`src/rtl/score_board_pkg.sv`:
```
`default_nettype none
// ============================================================================
// Module      : score_board_pkg
// Description : Shared types and constants for the register scoreboard.
//               Holds the forwarding-select enum, the per-source select
//               struct, the in-flight table entry struct and the stage
//               indices of the EX/MEM/CMT table.
// Revision    : 1.0 - initial release
// ============================================================================
package score_board_pkg;

  localparam int REG_NUM    = 32;
  localparam int REG_ADDR   = $clog2(REG_NUM);
  localparam int SB_STAGES  = 3;
  localparam int SB_LANES   = 2;

  // Stage indices into the in-flight table (0 is the youngest stage).
  localparam int SB_EX      = 0;
  localparam int SB_MEM     = 1;
  localparam int SB_CMT     = 2;

  typedef enum logic [1:0] {
    SB_REGFILE = 2'd0,
    SB_EXECUTE = 2'd1,
    SB_MEMORY  = 2'd2,
    SB_COMMIT  = 2'd3
  } SB_SRC_SEL;

  typedef struct packed {
    SB_SRC_SEL sel;
    logic      lane;
  } SCORE_BOARD_DATA;

  typedef struct packed {
    logic                valid;
    logic [REG_ADDR-1:0] dst;
    logic                load;
  } SB_ENTRY;

  localparam int SB_DATA_W  = $bits(SCORE_BOARD_DATA);
  localparam int SB_ENTRY_W = $bits(SB_ENTRY);

  // Forwarding source that corresponds to a table stage.
  function automatic SB_SRC_SEL sb_stage_sel(input int stage);
    case (stage)
      SB_EX:   return SB_EXECUTE;
      SB_MEM:  return SB_MEMORY;
      SB_CMT:  return SB_COMMIT;
      default: return SB_REGFILE;
    endcase
  endfunction

endpackage
`default_nettype wire

```
`src/rtl/score_board_lookup.sv`:
```
`default_nettype none
// ============================================================================
// Module      : sb_lookup
// Description : Priority search of one source operand over the six in-flight
//               table entries. The youngest matching entry decides the
//               forwarding select; a youngest match on an EX-stage load is
//               reported as a load-use hazard.
// Ports       : src_addr    - source register address
//               src_used    - the source is actually read
//               entries     - flattened table, entry (stage*2+lane)
//               data        - SCORE_BOARD_DATA {sel, lane}
//               load_hazard - youngest match is a load still in EX
// Revision    : 1.0 - initial release
// ============================================================================
module sb_lookup
  import score_board_pkg::*;
(
  input  logic [REG_ADDR-1:0]                      src_addr,
  input  logic                                     src_used,
  input  logic [SB_STAGES*SB_LANES*SB_ENTRY_W-1:0] entries,
  output logic [SB_DATA_W-1:0]                     data,
  output logic                                     load_hazard
);

  SB_ENTRY         entry;
  SCORE_BOARD_DATA result;

  // Walk oldest to youngest so that the last match (the youngest) wins:
  // CMT lane0, CMT lane1, MEM lane0, MEM lane1, EX lane0, EX lane1.
  always_comb begin
    result      = '{sel: SB_REGFILE, lane: 1'b0};
    load_hazard = 1'b0;
    entry       = '0;
    if (src_used && (src_addr != '0)) begin
      for (int s = SB_STAGES - 1; s >= 0; s--) begin
        for (int l = 0; l < SB_LANES; l++) begin
          entry = entries[(s*SB_LANES + l)*SB_ENTRY_W +: SB_ENTRY_W];
          if (entry.valid && (entry.dst == src_addr)) begin
            result.sel  = sb_stage_sel(s);
            result.lane = l[0];
            load_hazard = (s == SB_EX) && entry.load;
          end
        end
      end
    end
  end

  assign data = result;

endmodule
`default_nettype wire

```
`src/rtl/score_board.sv`:
```
`default_nettype none
// ============================================================================
// Module      : score_board
// Description : Register scoreboard and issue scheduler for the dual-issue
//               in-order pipeline. Tracks destinations in flight through
//               EX/MEM/CMT, grants 0..2 issue-queue head candidates and
//               produces per-source forwarding selects for bypass.
// Ports       : clk, rst          - clock, asynchronous active-high reset
//               cand_valid        - head slots valid (slot 0 oldest)
//               cand_src_addr     - {s1 rt, s1 rs, s0 rt, s0 rs}
//               cand_src_used     - source actually read
//               cand_dst_addr     - destination per slot
//               cand_dst_ena      - slot writes its destination
//               cand_is_load      - result available at MEM, not EX
//               stall, flush      - pipeline hold / squash EX and issue
//               issue_number      - candidates granted this cycle
//               score_board_data  - per-source SCORE_BOARD_DATA selects
// Config      : SCORE_BOARD_DUAL_ISSUE_EN - when defined slot 1 may be
//               granted; otherwise at most one instruction issues per cycle.
// Revision    : 1.0 - initial release
// ============================================================================
module score_board
  import score_board_pkg::*;
(
  input  logic                   clk,
  input  logic                   rst,
  input  logic [1:0]             cand_valid,
  input  logic [4*REG_ADDR-1:0]  cand_src_addr,
  input  logic [3:0]             cand_src_used,
  input  logic [2*REG_ADDR-1:0]  cand_dst_addr,
  input  logic [1:0]             cand_dst_ena,
  input  logic [1:0]             cand_is_load,
  input  logic                   stall,
  input  logic                   flush,
  output logic [1:0]             issue_number,
  output logic [4*SB_DATA_W-1:0] score_board_data
);

  SB_ENTRY [SB_STAGES-1:0][SB_LANES-1:0] sb_table_q;
  SB_ENTRY [SB_STAGES-1:0][SB_LANES-1:0] sb_table_d;

  logic [SB_STAGES*SB_LANES*SB_ENTRY_W-1:0] table_flat;
  logic [4*SB_DATA_W-1:0]                   lookup_data;
  logic [3:0]                               src_hazard;

  logic [REG_ADDR-1:0] dst0;
  logic [REG_ADDR-1:0] dst1;
  logic [REG_ADDR-1:0] slot1_rs;
  logic [REG_ADDR-1:0] slot1_rt;
  logic                dst0_wr;
  logic                dst1_wr;
  logic                pair_dep;
  logic                grant0;
  logic                grant1;
  SB_ENTRY             ex_lane0;
  SB_ENTRY             ex_lane1;

  assign table_flat = sb_table_q;

  for (genvar i = 0; i < 4; i++) begin : g_src_lookup
    sb_lookup u_lookup (
      .src_addr    (cand_src_addr[i*REG_ADDR +: REG_ADDR]),
      .src_used    (cand_src_used[i]),
      .entries     (table_flat),
      .data        (lookup_data[i*SB_DATA_W +: SB_DATA_W]),
      .load_hazard (src_hazard[i])
    );
  end

  assign dst0     = cand_dst_addr[0        +: REG_ADDR];
  assign dst1     = cand_dst_addr[REG_ADDR +: REG_ADDR];
  assign slot1_rs = cand_src_addr[2*REG_ADDR +: REG_ADDR];
  assign slot1_rt = cand_src_addr[3*REG_ADDR +: REG_ADDR];
  assign dst0_wr  = cand_dst_ena[0] && (dst0 != '0);
  assign dst1_wr  = cand_dst_ena[1] && (dst1 != '0);

  // Slot 1 cannot consume slot 0's result in the same issue cycle.
  assign pair_dep = dst0_wr &&
                    ((cand_src_used[2] && (slot1_rs == dst0)) ||
                     (cand_src_used[3] && (slot1_rt == dst0)));

  // rst gates the grant so nothing issues while the table is being cleared.
  assign grant0 = cand_valid[0] && !src_hazard[0] && !src_hazard[1] &&
                  !stall && !flush && !rst;

`ifdef SCORE_BOARD_DUAL_ISSUE_EN
  assign grant1 = grant0 && cand_valid[1] && !src_hazard[2] &&
                  !src_hazard[3] && !pair_dep;
`else
  logic slot1_unused;
  assign grant1       = 1'b0;
  assign slot1_unused = ^{cand_valid[1], src_hazard[3:2], pair_dep};
`endif

  assign issue_number     = {grant0 & grant1, grant0 & ~grant1};
  assign score_board_data = rst ? '0 : lookup_data;

  always_comb begin
    ex_lane0 = '0;
    ex_lane1 = '0;
    if (grant0) begin
      ex_lane0 = '{valid: dst0_wr, dst: dst0, load: cand_is_load[0]};
    end
    if (grant1) begin
      ex_lane1 = '{valid: dst1_wr, dst: dst1, load: cand_is_load[1]};
    end
  end

  // Flush advances the pipe like a normal cycle (EX still drains to MEM);
  // only new issue is squashed, which grant0 already guarantees.
  always_comb begin
    sb_table_d = sb_table_q;
    if (flush || !stall) begin
      sb_table_d[SB_CMT]    = sb_table_q[SB_MEM];
      sb_table_d[SB_MEM]    = sb_table_q[SB_EX];
      sb_table_d[SB_EX][0]  = ex_lane0;
      sb_table_d[SB_EX][1]  = ex_lane1;
    end
  end

  always_ff @(posedge clk or posedge rst) begin
    if (rst) begin
      sb_table_q <= '0;
    end else begin
      sb_table_q <= sb_table_d;
    end
  end

endmodule
`default_nettype wire

```
`config.mk`:
```
export PLATFORM = sky130hd
export DESIGN_NAME = score_board
export DESIGN_NICKNAME = d
export VERILOG_FILES = /design/src/rtl/score_board_pkg.sv /design/src/rtl/score_board_lookup.sv /design/src/rtl/score_board.sv
export SDC_FILE = /design/constraint.sdc
export NUM_CORES = 1
export LEC_CHECK = 0
export ABC_AREA = 0
export BUFFER_PORTS_ARGS = -buffer_cell sky130_fd_sc_hd__buf_2
export CAP_MARGIN = 20
export CORE_ASPECT_RATIO = 1.2
export CORE_MARGIN = 2
export CORE_UTILIZATION = 35
export DETAILED_ROUTE_END_ITERATION = 8
export GPL_TIMING_DRIVEN = 0
export PLACE_DENSITY_LB_ADDON = 0.05
export SYNTH_ARGS = -nofsm -noshare
export SYNTH_HDL_FRONTEND = slang
export SYNTH_SLANG_ARGS = --single-unit
export TNS_END_PERCENT = 20
```
`constraint.sdc`:
```
create_clock -name clk -period 2.2 [get_ports clk]
set_input_delay 0.11 -clock clk [delete_from_list [all_inputs] [get_ports clk]]
set_output_delay 0.11 -clock clk [all_outputs]
set_load 0.005 [all_outputs]
```
==> results of run 1 <==
power by group through the flow:
stage | logic (mW) | registers (mW) | clock network (mW)
after floorplan | 0.115 | 0.367 | 0
after global placement | 0.196 | 0.369 | 0
after detailed placement | 0.197 | 0.369 | 0
after CTS | 0.197 | 0.363 | 0.264
after global routing | 0.215 | 0.370 | 0.273
final | 0.192 | 0.368 | 0.257
timing repair:
action / in CTS / in global routing
setup buffers: 1 / 0
gates resized for setup: 2 / 6
cloned: 0 / 0
pin swaps: 1 / 0
hold buffers: 0 / 0
setup endpoints to repair: 2 / 4
through the flow:
step                std cells  area (µm²)  setup TNS, ns  hold WS [ns]
global placement          329        2070              0         0.371
finish                    329        2120              0        0.0684
CTS                       333        2120              0        0.0933
global route              329        2120        -0.0536         0.106
detailed placement        329        2070              0         0.370
floorplan                 225        1770              0        0.0947
cell families (layout without fill, tap and decap cells):
group / count (synthesis) / in the layout / share of synthesized area, %
and+or+nand+nor: 97 / 97 / 27.9
xor gates and xnor gates: 60 / 60 / 29.9
buffers and inverters: 27 / 71 / 7.77
DFF: 19 / 19 / 27.1
AOI/OAI and AO/OA: 17 / 17 / 7.06
other: 1 / 5 / 0.214
worst max-delay path, delay by kind of cell, from the launching register on:
kind            cells  cell delay [ns]
compound gates      1             0.18
xor+xnor            1             0.17
buf+inv             3             0.40
flops               1             0.37
simple gates        3             0.57
layout make-up:
type | count | share of cell area [%]
Multi-Input combinational cell | 179 | 55.5
Sequential cell | 19 | 22.4
Timing Repair Buffer | 45 | 10.7
Buffer | 20 | 5.37
Tap cell | 60 | 3.54
Clock buffer | 4 | 2.12
Inverter | 2 | 0.354
worst max path at each step:
stage | cells after the start | start | end
after floorplan | 7 | sb_table_q[5] | issue_number[0]
after global placement | 8 | sb_table_q[3] | issue_number[0]
after detailed placement | 8 | sb_table_q[3] | issue_number[0]
after CTS | 7 | sb_table_q[31] | score_board_data[5]
after global routing | 7 | sb_table_q[29] | score_board_data[2]
final | 8 | sb_table_q[2] | issue_number[0]
layer usage:
metal | vias to the layer above | GRT usage, % | wire length, µm
met1 | 752 | 23.9 | 2170
met3 | 2 | 1.51 | 217
met2 | 44 | 37.3 | 2550
met4 | 0 | 4.40 | 26
li1 | 814 | - | -
met5 | - | 0 | 0
cells in the final DEF (no fill, tap or decap), types with 2 or more instances in the layout:
| cell | n |
|---|---|
| dfrtp_1 | 19 |
| nor2b_1 | 6 |
| clkbuf_8 | 3 |
| xor2_1 | 48 |
| nand3_1 | 10 |
| o21a_1 | 2 |
| and3_1 | 8 |
| o21ai_2 | 2 |
| nand2_1 | 44 |
| a21oi_1 | 4 |
| nor4_1 | 8 |
| xnor2_1 | 12 |
| nand4_1 | 2 |
| clkbuf_1 | 6 |
| inv_1 | 2 |
| o21ai_1 | 4 |
| buf_4 | 8 |
| or4_1 | 5 |
| nor4_2 | 4 |
| buf_1 | 3 |
| clkbuf_2 | 3 |
| nor2_1 | 4 |
| conb_1 | 5 |
| buf_2 | 45 |
| o211ai_1 | 3 |
| nor3_1 | 4 |
==> summary.txt, run 1 <==
Synthesis
  • #FFs+latches synth: 19
  • Post-synthesis cell count: 221
  • Post-synth EDFFs: 0
  • Post-synth top area share: ~27%
  • Synth Cell Area: between 0.0015 and 0.002 mm²
  • Top cells by area, synth: dfrtp_1, xor2_1, nand2_1
  • Ys async rst share: between 90% and 100%
  • Most frequent cell after synthesis: xor2_1
  • Seq/Total Area, Yosys: 27.1%
  • Synth warn: 0
  • Synth Flop Type: dfrtp_1
  • Largest area contributor in the netlist: dfrtp_1
  • Synth cell count leaders: xor2_1, nand2_1, dfrtp_1
  • Netlist cell types: 29
  • Avg Inst Size Synth: roughly 7.9 µm²

Power
  • Register share of total power: approximately 45%
  • Sw Pwr: 248 µW
  • Peak supply drop: about 0.22 mV
  • PnR Total Power: about 800 µW
  • Internal Power: about 570 µW
  • Logic pwr share: between 20% and 30%
  • PwrDens: about 380 mW/mm²
  • Sw frac: 30.4%
  • LEAKAGE: ~1.1 nW
  • Share of total power in the clock network: a little under a third

Worst setup path
  • Worst r2r dst: sb_table_q[0]
  • CP max stage delay: 0.37 ns
  • Kind of critical path: flip-flop to output pin
  • CP Cell Sequence: buf_4 -> xor2_1 -> nor4_2 -> nand4_1 -> a21oi_4 -> nor2b_1 -> buf_4 -> buf_2
  • Worst R2R Path Depth: 7
  • Critical Path AT: roughly 2 ns
  • Critical path fanouts, max: 6
  • CP Capture Type: output pin
  • Worst Path Required: between 2 and 2.5 ns
  • Most frequent CP cell: buf_4
  • Reg-to-reg slack, setup: roughly 0.42 ns
  • Worst setup SP type: flip-flop
  • Highest-delay cell along the critical path: dfrtp_1
  • Reg2reg start: sb_table_q[2]

Clock tree
  • Total CTS buffers: 3
  • Clk Latency, worst-skew pair: ~0.26 ns
  • Max clock buf depth: 2
  • CTS clock-pin slew for the worst setup and hold paths: around 0.08 ns
  • TritonCTS clock tree: built
  • H-tree levels: 1
  • Clock Sinks: 19
  • Root Buffer: clkbuf_8

Routing
  • DRC: 0
  • Vias: between 1,500 and 2,000
  • Initial DRC Count: 35
  • Per-cell routed wire length: approximately 15 µm
  • Vias per cell: between 4 and 5
  • Post-Route WL: 4.96 mm
  • ANT nets after route: 0
  • Drt first pass iters: 4

Placed design
  • Port Buffers: between 40 and 50
  • HPWL Detailed: about 3.7 mm
  • Gpl congestion: approximately 0.80
  • Setup WS pre-CTS: roughly 0.14 ns

Global route
  • Initial antenna violation count: 0
  • First-pass GRT wire length: a little over 8 mm
  • Global route overflow: 0
  • Largest net degree at the start of global routing: 24
  • All-Layer GR Usage: 19.8%
  • Number of global-route vias before repair: 1,647

STA
  • Max Freq: ~490 MHz
  • Final setup viols: 0
  • Clock Skews: 0.000855 ns
  • Final Critical Period: ~2 ns
  • Fin worst setup slack: ~0.14 ns
  • Final period utilization: 93.7%
  • Final Hold Fails: 0
  • RSZ-0062 raised after global routing: yes
  • Worst-Margin Slew: a little over 0.9 ns
  • Pins Over Slew Limit: 0
  • Max-slew headroom: 37.8%

Die
  • Die W: between 60 and 70 µm
  • Die Ht: between 80 and 90 µm
  • Initial Util: about 36%
  • Core ar.: between 0.004 and 0.005 mm²
  • Row count: 28
  • I/O pin count: between 50 and 60
  • Die Area: between 0.005 and 0.006 mm²

Cells and area
  • Max reg flops: 19
  • Largest Register: sb_table_q
  • Layout area overhead: 20.9%
  • Area of the multi-input gates: approximately 0.0012 mm²
  • Filler cell count: roughly 510
  • Top Registers: sb_table_q (19)
  • Fraction of layout cells with a size suffix above 1: 25.7%
  • Antenna cells: 0
  • Util after Layout: 43.6%
  • Register area: between 400 and 500 µm²
  • Layout Nets: 314

Job
  • Max cap viols: 0

Hold path
  • Worst Hold Class: input port to async pin

Outcome
  • Status: completed
Note: power is estimated with default switching activity, not from simulation.
==> run 2: changes to the inputs <==
--- a/config.mk
+++ b/config.mk
@@ -10,7 +10,7 @@
 export CAP_MARGIN = 20
 export CORE_ASPECT_RATIO = 1.2
 export CORE_MARGIN = 2
-export CORE_UTILIZATION = 35
+export CORE_UTILIZATION = 30
 export DETAILED_ROUTE_END_ITERATION = 8
 export GPL_TIMING_DRIVEN = 0
 export PLACE_DENSITY_LB_ADDON = 0.05
==> summary.txt, run 2 (synthesis results as in run 1) <==
Worst setup path
  • Kind of critical path: flip-flop to output pin
  • CP Cell Sequence: buf_4 -> xor2_1 -> nor4_2 -> nand4_1 -> a21oi_4 -> nor2b_1 -> buf_4 -> buf_2
  • CP Capture Type: output pin
  • Most frequent CP cell: buf_4
  • Worst Path Required: roughly 2.1 ns
  • CP max stage delay: roughly 0.36 ns
  • Critical path fanouts, max: 6
  • Critical Path AT: approximately 2.0 ns
  • Worst setup SP type: flip-flop
  • Highest-delay cell along the critical path: dfrtp_1

Cells and area
  • Antenna cells: 0
  • Top Registers: sb_table_q (19)
  • Commonest non-fill, non-tap cell in the layout: xor2_1
  • Most frequent cells in the layout: xor2_1, nand2_1, buf_2, dfrtp_1, xnor2_1
  • Layout area overhead: 23.7%
  • Layout Nets: 317
  • Fraction of layout cells with a size suffix above 1: between 20% and 30%
  • Max reg flops: 19
  • Largest Register: sb_table_q
  • Post-route insts no fill: 352

Placed design
  • HPWL Detailed: just under 4 mm
  • Port Buffers: 44
  • Gpl congestion: approximately 0.76
  • Setup WS pre-CTS: between 0.1 and 0.15 ns
  • Inst Count DP: approximately 350

Global route
  • Initial antenna violation count: 0
  • Number of global-route vias before repair: 1,539
  • Largest net degree at the start of global routing: 24
  • First-pass GRT wire length: 8.29 mm
  • All-Layer GR Usage: about 17%
  • Global route overflow: 0

Clock tree
  • TritonCTS clock tree: built
  • Root Buffer: clkbuf_8
  • H-tree levels: 1
  • Max clock buf depth: 2
  • Total CTS buffers: 3
  • Clock Sinks: 19
  • Clk Latency, worst-skew pair: between 0.2 and 0.3 ns
  • CTS clock-pin slew for the worst setup and hold paths: approximately 0.080 ns

Power
  • PwrDens: between 300 and 400 mW/mm²
  • Internal Power: 571 µW
  • Peak supply drop: 0.246 mV
  • LEAKAGE: around 1.1 nW
  • Logic pwr share: a little under a quarter
  • Register share of total power: between 40% and 50%
  • Share of total power in the clock network: between 30% and 40%
  • Sw Pwr: 263 µW
  • Sw frac: a little under a third

STA
  • Clock Skews: about 0.0084 ns
  • Max-slew headroom: 57.6%
  • Worst-Margin Slew: 0.634 ns
  • Final setup viols: 0
  • Final Hold Fails: 0
  • Final Critical Period: between 2 and 2.5 ns
  • Max Freq: around 480 MHz
  • RSZ-0062 raised after global routing: yes
  • Pins Over Slew Limit: 0
  • Fin worst setup slack: between 0.1 and 0.15 ns
  • Final period utilization: about 95%

Die
  • Initial Util: between 30 and 40%
  • Die W: roughly 74 µm
  • I/O pin count: 58
  • Die Area: roughly 0.0065 mm²
  • Row count: 30
  • Core ar.: about 0.0057 mm²
  • Die Ht: 87.8 µm

Hold path
  • Worst Hold Class: input port to flip-flop

Routing
  • ANT nets after route: 0
  • Vias: around 1,600
  • DRC: 0
  • Per-cell routed wire length: approximately 15 µm
  • Drt first pass iters: 4
  • Vias per cell: around 4.6
  • Post-Route WL: 5.20 mm
  • Initial DRC Count: 56

Job
  • Max cap viols: 0

Outcome
  • Status: completed
-- run 2: changes by cell type in the layout (fill, tap and decap cells not counted) --
cell,change
buf_8,+1
buf_6,+1
nor4_2,-2
dfrtp_2,+1
nor4_1,+2
buf_4,+1
buf_1,-1
clkinv_2,+1
dlygate4sd3_1,+1
clkbuf_2,-3
buf_2,-1
dfrtp_1,-1
clkbuf_1,+3
-- run 2: layout make-up --
class / count / area [µm²]
multi-input cells: 179 / 1160
repair buffers: 48 / 260
plain buffers: 20 / 116
clock buffers: 3 / 41.3
well taps: 80 / 100
flip-flops and latches: 19 / 477
fillers: 625 / 3500
inverters: 2 / 7.51
clock inverters: 1 / 5.00
-- run 2: path summary, 6_finish.rpt --
path	start	to	slack, ns	cells after the start
max	sb_table_q[4]	issue_number[0]	0.12	8
min	cand_dst_addr[2]	sb_table_q[3]	0.08	3
max reg2reg	sb_table_q[4]	sb_table_q[0]	0.41	7
min reg2reg	sb_table_q[3]	sb_table_q[17]	0.58	2
max in group asynchronous	rst	sb_table_q[3]	1.27	4
min in group asynchronous	rst	sb_table_q[2]	0.44	3
-- run 2: layer usage --
metal	wire, µm	GRT usage [%]	vias to the layer above
met3	178	1.61	5
met4	67	5.45	0
met1	2330	21.6	746
li1	-	-	815
met2	2620	31.3	41
met5	0	0	-
-- run 2: repair_timing --
action | CTS | global route
endpoints found under the hold margin | 0 | 9
buffers inserted | 1 | 1
hold buffers | 0 | 1
pin swaps | 1 | 5
gates resized for setup | 1 | 4
setup endpoints to repair | 1 | 7
-- run 2: worst max-delay path, delay by kind of cell, from the launching register on --
| family | cells | cell delay [ns] |
|---|---|---|
| xor gates and xnor gates | 1 | 0.18 |
| and+or+nand+nor | 3 | 0.55 |
| buffers and inverters | 3 | 0.40 |
| DFF | 1 | 0.36 |
| AOI/OAI and AO/OA | 1 | 0.19 |
-- run 2: metrics by stage --
step	cell area, µm²	util (%)	total power [mW]	hold WS, ns	TNS, ns
after CTS	2150	37.9	0.836	0.0801	0
after floorplan	1770	-	0.482	0.0947	0
after global routing	2170	38.3	0.879	0.0967	-0.0260
after global placement	2090	36.9	0.568	0.369	0
after detailed placement	2090	36.9	0.568	0.376	0
final	2170	38.3	0.833	0.0757	0
-- run 2: power by group through the flow --
stage                     Sequential, mW  Combinational [mW]  Clock [mW]
after CTS                          0.363               0.200       0.274
final                              0.367               0.197       0.269
after global placement             0.369               0.199           0
after global routing               0.368               0.221       0.290
after detailed placement           0.369               0.199           0
after floorplan                    0.367               0.115           0
